[src/rtl/eq_seq_ctrl_pkg.sv]
// eq_seq_pkg: shared types and helpers for the sequential equality checker.
//   state_t        - controller states IDLE / RUN / DONE
//   W_DEFAULT      - default operand width
//   pair_idx_w(w)  - width of a pair index for a w-bit operand, max(1, clog2(w/2))
package eq_seq_pkg;

  typedef enum logic [1:0] {
    IDLE = 2'd0,
    RUN  = 2'd1,
    DONE = 2'd2
  } state_t;

  localparam int W_DEFAULT = 16;

  function automatic int pair_idx_w(input int w);
    int c;
    c = $clog2(w / 2);
    return (c < 1) ? 1 : c;
  endfunction

endpackage

[src/rtl/eq_seq_ctrl_if.sv]
// eq_seq_ctrl_if: request/result bundle between a requesting datapath and
// the sequential equality controller.
//   start, a, b              - request side (driven by master)
//   ready, done, aeqb,
//   mism_idx                 - status/result side (driven by slave)
// Modports: master (requester), slave (controller).
import eq_seq_pkg::*;

interface eq_seq_ctrl_if #(
  parameter int W = W_DEFAULT
);
  localparam int IW = pair_idx_w(W);

  logic          start;
  logic [W-1:0]  a;
  logic [W-1:0]  b;
  logic          ready;
  logic          done;
  logic          aeqb;
  logic [IW-1:0] mism_idx;

  modport master (
    output start, a, b,
    input  ready, done, aeqb, mism_idx
  );

  modport slave (
    input  start, a, b,
    output ready, done, aeqb, mism_idx
  );
endinterface

[src/rtl/eq_seq_ctrl_eq2_cmp.sv]
// eq2_cmp: combinational 2-bit equality slice, shared across all bit pairs.
//   a[1:0], b[1:0] - bit pair under test
//   eq             - 1 when the pairs match
module eq2_cmp (
  input  logic [1:0] a,
  input  logic [1:0] b,
  output logic       eq
);
  assign eq = (a == b);
endmodule

[src/rtl/eq_seq_ctrl.sv]
// eq_seq_ctrl: checks two W-bit operands for equality by stepping one
// 2-bit comparator across the word, LSB pair first.
// Ports:
//   clk      - clock, rising edge
//   reset_n  - asynchronous active-low reset
//   bus      - eq_seq_ctrl_if.slave: start/a/b in, ready/done/aeqb/mism_idx out
// Build option:
//   EQ_SEQ_EARLY_EXIT_EN - when defined, RUN ends on the first mismatching pair
//                          (latency k+2); otherwise latency is always P+1.
import eq_seq_pkg::*;

module eq_seq_ctrl #(
  parameter int W = W_DEFAULT
) (
  input  logic         clk,
  input  logic         reset_n,
  eq_seq_ctrl_if.slave bus
);
  localparam int            P    = W / 2;
  localparam int            IW   = pair_idx_w(W);
  localparam logic [IW-1:0] LAST = IW'(P - 1);

`ifdef EQ_SEQ_EARLY_EXIT_EN
  localparam bit EARLY = 1'b1;
`else
  localparam bit EARLY = 1'b0;
`endif

  state_t          state;
  logic [IW-1:0]   idx;
  logic [IW-1:0]   mism;
  logic            acc_eq;
  logic            seen;
  logic [W-1:0]    a_reg;
  logic [W-1:0]    b_reg;
  logic [1:0]      a_pair;
  logic [1:0]      b_pair;
  logic            pair_eq;
  logic            run_exit;
  logic            eq_final;
  logic [IW-1:0]   mism_final;

  // Pair select: idx*2 formed by concatenation so it never overflows.
  always_comb begin
    a_pair = a_reg[{idx, 1'b0} +: 2];
    b_pair = b_reg[{idx, 1'b0} +: 2];
  end

  eq2_cmp u_cmp (
    .a  (a_pair),
    .b  (b_pair),
    .eq (pair_eq)
  );

  // Results fold in the current pair so the last comparison is not lost
  // when the outputs load on the way into DONE.
  always_comb begin
    run_exit   = (idx == LAST) || (EARLY && !pair_eq);
    eq_final   = acc_eq && pair_eq;
    mism_final = seen ? mism : (pair_eq ? '0 : idx);
  end

  // Operand capture: data only, no reset needed.
  always_ff @(posedge clk) begin
    if (state == IDLE && bus.start) begin
      a_reg <= bus.a;
      b_reg <= bus.b;
    end
  end

  // Control FSM with registered outputs.
  always_ff @(posedge clk or negedge reset_n) begin
    if (!reset_n) begin
      state        <= IDLE;
      bus.ready    <= 1'b1;
      bus.done     <= 1'b0;
      bus.aeqb     <= 1'b0;
      bus.mism_idx <= '0;
      idx          <= '0;
      mism         <= '0;
      acc_eq       <= 1'b1;
      seen         <= 1'b0;
    end else begin
      bus.done <= 1'b0;
      case (state)
        IDLE: begin
          if (bus.start) begin
            state     <= RUN;
            bus.ready <= 1'b0;
            idx       <= '0;
            mism      <= '0;
            acc_eq    <= 1'b1;
            seen      <= 1'b0;
          end
        end
        RUN: begin
          if (!pair_eq && !seen) begin
            acc_eq <= 1'b0;
            seen   <= 1'b1;
            mism   <= idx;
          end
          if (run_exit) begin
            state        <= DONE;
            bus.done     <= 1'b1;
            bus.aeqb     <= eq_final;
            bus.mism_idx <= mism_final;
          end else begin
            idx <= idx + 1'b1;
          end
        end
        DONE: begin
          state     <= IDLE;
          bus.ready <= 1'b1;
        end
        default: begin
          state     <= IDLE;
          bus.ready <= 1'b1;
        end
      endcase
    end
  end

endmodule
[src/flat_wrapper.sv]
// flat-port wrapper written by rule: the top's interface ports become plain ports
module eq_seq_ctrl_flat 
#(
  parameter int W = W_DEFAULT
)
  (clk, reset_n, bus_start, bus_a, bus_b, bus_ready, bus_done, bus_aeqb, bus_mism_idx);
  eq_seq_ctrl_if #(.W(W)) bus_i ();
  input  logic clk;
  input  logic reset_n;
  input wire logic [$bits(bus_i.start)-1:0] bus_start;
  input wire logic [$bits(bus_i.a)-1:0] bus_a;
  input wire logic [$bits(bus_i.b)-1:0] bus_b;
  output wire logic [$bits(bus_i.ready)-1:0] bus_ready;
  output wire logic [$bits(bus_i.done)-1:0] bus_done;
  output wire logic [$bits(bus_i.aeqb)-1:0] bus_aeqb;
  output wire logic [$bits(bus_i.mism_idx)-1:0] bus_mism_idx;
  assign bus_i.start = bus_start;
  assign bus_i.a = bus_a;
  assign bus_i.b = bus_b;
  assign bus_ready = bus_i.ready;
  assign bus_done = bus_i.done;
  assign bus_aeqb = bus_i.aeqb;
  assign bus_mism_idx = bus_i.mism_idx;
  eq_seq_ctrl #(.W(W)) u_core (.clk(clk), .reset_n(reset_n), .bus(bus_i));
endmodule
[config.mk]
export PLATFORM = sky130hd
export DESIGN_NAME = eq_seq_ctrl_flat
export DESIGN_NICKNAME = d
export VERILOG_FILES = /design/src/rtl/eq_seq_ctrl_pkg.sv /design/src/rtl/eq_seq_ctrl_if.sv /design/src/rtl/eq_seq_ctrl_eq2_cmp.sv /design/src/rtl/eq_seq_ctrl.sv /design/src/flat_wrapper.sv
export SDC_FILE = /design/constraint.sdc
export NUM_CORES = 1
export LEC_CHECK = 0
export BUFFER_PORTS_ARGS = -buffer_cell sky130_fd_sc_hd__buf_2
export CAP_MARGIN = 20
export CORE_MARGIN = 1
export CORE_UTILIZATION = 40
export CTS_CLUSTER_DIAMETER = 40
export DETAILED_ROUTE_END_ITERATION = 16
export GPL_TIMING_DRIVEN = 0
export PLACE_DENSITY = 0.63
export SLEW_MARGIN = 20
export SYNTH_ARGS = -nofsm -noshare
export SYNTH_HDL_FRONTEND = slang
export SYNTH_SLANG_ARGS = --single-unit
[constraint.sdc]
create_clock -name clk -period 4.68 [get_ports clk]
set_input_delay 0.468 -clock clk [delete_from_list [all_inputs] [get_ports clk]]
set_output_delay 0.468 -clock clk [all_outputs]
set_load 0.1 [all_outputs]
### Word-level counts from Yosys, hierarchy flattened

Index checks and enable logic that the tools add are counted.

| word-level totals | value |
|---|---|
| bits of input ports | 35 |
| register bits after elaboration | 48 |

| operators by class | value |
|---|---|
| shifts and indexed selects | 2 |
| bitwise logic cells | 1 |
| equality and inequality tests | 7 |
| multiplexer cells | 19 |
| add/sub/neg operators | 1 |
| reductions and logical operators | 12 |

Operators with widths:

| operator | number |
|---|---|
| $shiftx 16x5->2 | 2 |
| $mux 3 | 5 |
| $pmux 3 s2 | 2 |
| $mux 1 | 6 |
| $pmux 1 s2 | 3 |
| $reduce_and 2->1 | 3 |
| $reduce_and 3->1 | 2 |
| $mux 2 | 2 |
| $ne 2x1->1 const B | 2 |
| $ne 2x2->1 const B | 2 |
| $pmux 2 s2 | 1 |
| $add 3x1->3 const B | 1 |
| $eq 3x3->1 const B | 1 |
| $logic_and 1x1->1 | 3 |
| $eq 2x1->1 const B | 1 |
| $eq 2x2->1 | 1 |
| $logic_not 1->1 | 2 |
| $logic_not 2->1 | 1 |
| $reduce_bool 2->1 | 1 |
| $not 1->1 | 1 |

### Logic depth before layout (Yosys ltp)

| logic depth | value |
|---|---|
| depth in word-level cells | 6 |
| depth in mapped cells | 6 |
| depth with buffers taken out | 5 |

### By module

Synthesis repeated with hierarchy kept, for this count alone.

| unflattened totals | value |
|---|---|
| cell total of the unflattened synthesis | 109 |
| area, all modules | 1944.4 µm² |

By module, submodules not included:

| module | cells each | sequential area each (µm²) | instances | area an instance (µm²) |
|---|---|---|---|---|
| eq_seq_ctrl | 106 | 1363.8 | 1 | 1923.1 |
| eq2_cmp | 3 | 0.0 | 1 | 21.3 |

### Worst setup path after synthesis

Ideal clock, no wire load.

| path | value |
|---|---|
| path type | register to register |
| start point | register u_core.idx[0] |
| end point | register u_core.mism[0] |
| data arrival time | 1789 ps |
| stages on the path, launching flop included | 7 |
| library setup time | 132 ps |
| setup slack | 2759 ps |
| path buffers | 1 |
| data required time | 4548 ps |
| cell sequence | dfrtp_1 buf_6 mux4_1 mux2i_1 xor2_1 o21ai_2 mux2i_1 |

| on the way | value |
|---|---|
| longest elaborated chain between the ends | 6 |
| elaborated cells between the ends (all ways) | 9 |

RTL lines:

| what | line | RTL |
|---|---|---|
| from (decl) | eq_seq_ctrl.sv:30 | `logic [IW-1:0] idx;` |
| from (signal assigned) | eq_seq_ctrl.sv:108 | `idx <= idx + 1'b1;` |
| $shiftx 16x5->2, on equally long branches | eq_seq_ctrl.sv:45, eq_seq_ctrl.sv:46 |  |
| $eq 2x2->1 | eq_seq_ctrl_eq2_cmp.sv:9 | `assign eq = (a == b);` |
| $logic_not 1->1 | eq_seq_ctrl.sv:97 | `if (!pair_eq && !seen) begin` |
| $logic_and 1x1->1 | eq_seq_ctrl.sv:97 |  |
| $ne 2x1->1 (no line) | -- |  |
| $reduce_and 3->1 (no line) | -- |  |
| to (signal assigned) | eq_seq_ctrl.sv:100 | `mism <= idx;` |
| to (decl) | eq_seq_ctrl.sv:31 | `logic [IW-1:0] mism;` |

Several ways; a longest one is shown, not always the timed one. The select of a mux whose other input is x is not followed.
A chain may end at the register's enable or synchronous reset.

### Final worst setup path

| path | value |
|---|---|
| start point | register u_core.idx[2] |
| end point | register u_core.mism[1] |

| on the way | value |
|---|---|
| longest elaborated chain between the ends | 6 |
| elaborated cells between the ends (all ways) | 7 |

RTL lines:

| what | line |
|---|---|
| $shiftx 16x5->2, on equally long branches | eq_seq_ctrl.sv:45, eq_seq_ctrl.sv:46 |
| $eq 2x2->1 (*) | eq_seq_ctrl_eq2_cmp.sv:9 |
| $logic_not 1->1 (*) | eq_seq_ctrl.sv:97 |
| $logic_and 1x1->1 (*) | eq_seq_ctrl.sv:97 |
| $ne 2x1->1 (no line) (*) | -- |
| $reduce_and 3->1 (no line) (*) | -- |

Every way passes the cells marked *; elsewhere a longest branch is shown, timed or not.

==> impl_results.md <==
- P_leak: 0.9216 nW
- Final period demand of the worst path: 2.252 ns
- Post-Route Utilization: 50.14%
- RR Endpoint: u_core.mism[1]$_DFFE_PN0P_
- Worst reg-to-reg path cell count: 6
- Worst path max stage delay: 0.43 ns
- Yosys warns: 0
- Largest net degree at the start of global routing: 35
- Clock tree buffer depth: 2
- Synth Area in Adders: 1.317%
- R2R Path Start: u_core.idx[2]$_DFFE_PN0P_
- Final Max Tran Viols: 0
- Worst Path Max Fanout: 9
- Startpoint types: flop
- Highest-count cells in the layout ignoring fill and taps: buf_2, edfxtp_1, dfrtp_1, nor2_1, nand2_1
- Critical path, cell by cell: clkbuf_1, mux4_2, mux2i_1, xor2_1, o21ai_2, mux2i_1
- Most common cell after layout, fill and taps aside: buf_2
- Initial antenna violation count: 0
- Worst skew pair latency: 0.29 ns
- Ratio of cells with drive above 1 in the final layout: 34.97%
- Cell row count: 24
- WL/cell: 13.45 um
- Final Cell Area: 0.002243 mm^2
- Routed WL: 2.891 mm
- Post-CTS Resized: 0
- Residual DRC: 0
- Grt total ovfl: 0
- DP Area: 0.002166 mm^2
- Placer Congestion: 0.7526
- Overall Global Routing Usage: 13.12%
- CP top delay family: multiplexers
- Cell Pwr Density: 611.1 mW/mm^2
- Dpl cells: 208
- RSZ-0062 raised after global routing: no
- Slew headroom: 54.03%
- Vias per inst: 4.912
- Vias in the first global route: 1,094
- Cts bufs inserted: 5
- Synthesized area: 0.001901 mm^2
- CTS Sinks: 48
- Cells after synthesis: 116
- Hold WC Path Type: in2async
- NumNets Final: 200
- Crit Path Category: reg2reg
- Simple-gate share of the synthesized area: 6.122%
- # diodes: 0
- Root Driver: clkbuf_8
- Synth-to-layout area growth: 18.04%
- CTS H-tree depth: 2
- MaxCap Viol Count: 0
- Worst EP arrival: 2.42 ns
- Synth cell types: 26
- TritonCTS clock tree: yes
- First-pass GRT wire length: 4.788 mm
- Multiplexer share of the synthesized area: 13.56%
- Critical-path top delay cell: xor2_1
- Clk pin slew, worst setup/hold paths: 0.08 ns
- Syn_area_per_cell: 16.38 um^2
- Detailed placer's ending HPWL: 2.071 mm
- Net Count, Synth: 153
- Core ar.: 0.004474 mm^2
- Actual slew at the worst max-slew pin: 0.6886 ns
- # port buffers: 40
- Post-CTS Setup Bufs: 0
- Die X: 70.93 um
- Crit path buf inv count: 1
- DR iter-0 viols: 46
- Initial Util: 42.48%
- Setup Skew: 0.004066 ns
- Status: finished clean
- Critical Path RT: 4.85 ns
- #FFs+latches synth: 48
- Crit. End Element: flop
- Max Clk Rate: 444.0 MHz
- Synth Area in XOR/XNOR: 0.9217%
- Setup Total Neg Slack: 0 ns
- Non-filler cells, final: 215
- Most common cell type on the critical path: mux2i_1
- Reg2reg setup slack: 2.43 ns
- Fin. Hold Viols: 0
- Die height: 70.93 um
- Pre-antenna DRT Iters: 6
- Power, Total: 1.371 mW
- Final period util: 48.12%
- CTS Hold Bufs: 0
- ANT nets after route: 0
- Seq/Total Area, Yosys: 71.76%
- Worst vdd ir: 237.7 uV
- Setup Viol. Count Final: 0
- Routed vias: 1,056
- Largest family of logic cells by synthesized area: multiplexers
- Post-synthesis compound-gate area fraction: 4.147%
- Setup crit start: u_core.idx[2]$_DFFE_PN0P_
- IO Pins: 41
- Die ar.: 0.005031 mm^2
synth_stat cells (all sizes together):
library cell,count,share of area (%)
edfxtp,32,51
dfrtp,14,18
nand2,10,2.0
nor2,10,2.0
mux4,8,9.9
o21ai,8,2.3
mux2i,7,3.7
inv,4,0.79
a31oi,3,0.99
and2,2,0.66
buf,2,0.79
clkbuf,2,0.40
dfstp,2,2.8
ha,2,1.3
nand3,2,0.53
xor2,2,0.92
clkinv,1,0.20
nand2b,1,0.33
nor2b,1,0.33
o21a,1,0.40
o32ai,1,0.46
or3,1,0.33
layout make-up:
class	instances	area, um^2
Clock inverter	1	5.005
Tap cell	52	65.06
Buffer	4	22.52
Fill cell	389	2231
Inverter	5	18.77
Multi-Input combinational cell	59	495.5
Clock buffer	6	72.57
Sequential cell	48	1364
Timing Repair Buffer	40	200.2
through the flow:
stage                     hold slack (ns)  setup slack (ns)
after floorplan                    0.1724             2.759
after global placement             0.3856             2.385
after detailed placement           0.3993             2.401
after CTS                         0.07169             2.385
after global routing              0.08856             2.280
final                             0.07101             2.428
worst reg2reg max path, delay by kind of cell (launching register included):
| kind | cells | cell delay (ns) |
|---|---|---|
| multiplexers | 3 | 0.73 |
| XOR/XNOR | 1 | 0.43 |
| buffers and inverters | 1 | 0.42 |
| flip-flops | 1 | 0.36 |
| AO/OA/AOI/OAI | 1 | 0.20 |
worst max-delay path by stage:
stage | end | slack [ns] | depth (start not counted)
after floorplan | u_core.mism[0]$_DFFE_PN0P_ | 2.76 | 6
after global placement | u_core.mism[0]$_DFFE_PN0P_ | 2.38 | 6
after detailed placement | u_core.mism[1]$_DFFE_PN0P_ | 2.40 | 6
after CTS | u_core.mism[1]$_DFFE_PN0P_ | 2.38 | 6
after global routing | u_core.mism[1]$_DFFE_PN0P_ | 2.28 | 6
final | u_core.mism[1]$_DFFE_PN0P_ | 2.43 | 6
kinds of logic after synthesis:
group,after synthesis
mux,15
xor+xnor,2
simple gates,27
flops,48
fa+ha+maj,2
buf+inv,9
compound gates,13
layer usage:
layer	global-route usage [%]	wire length, um	share of wire, %	vias to the layer above
li1	-	-	-	523
met4	5.333	24	0.83	0
met5	0	0	0	-
met3	5.698	207	7.2	4
met1	14.48	1195	41	488
met2	22.33	1465	51	41
where the power goes:
group | switching (mW) | internal [mW] | total (mW)
clock | 0.121 | 0.102 | 0.223
sequential | 0.0370 | 0.560 | 0.598
combinational | 0.369 | 0.182 | 0.551
(Power assumes the default switching activity.)
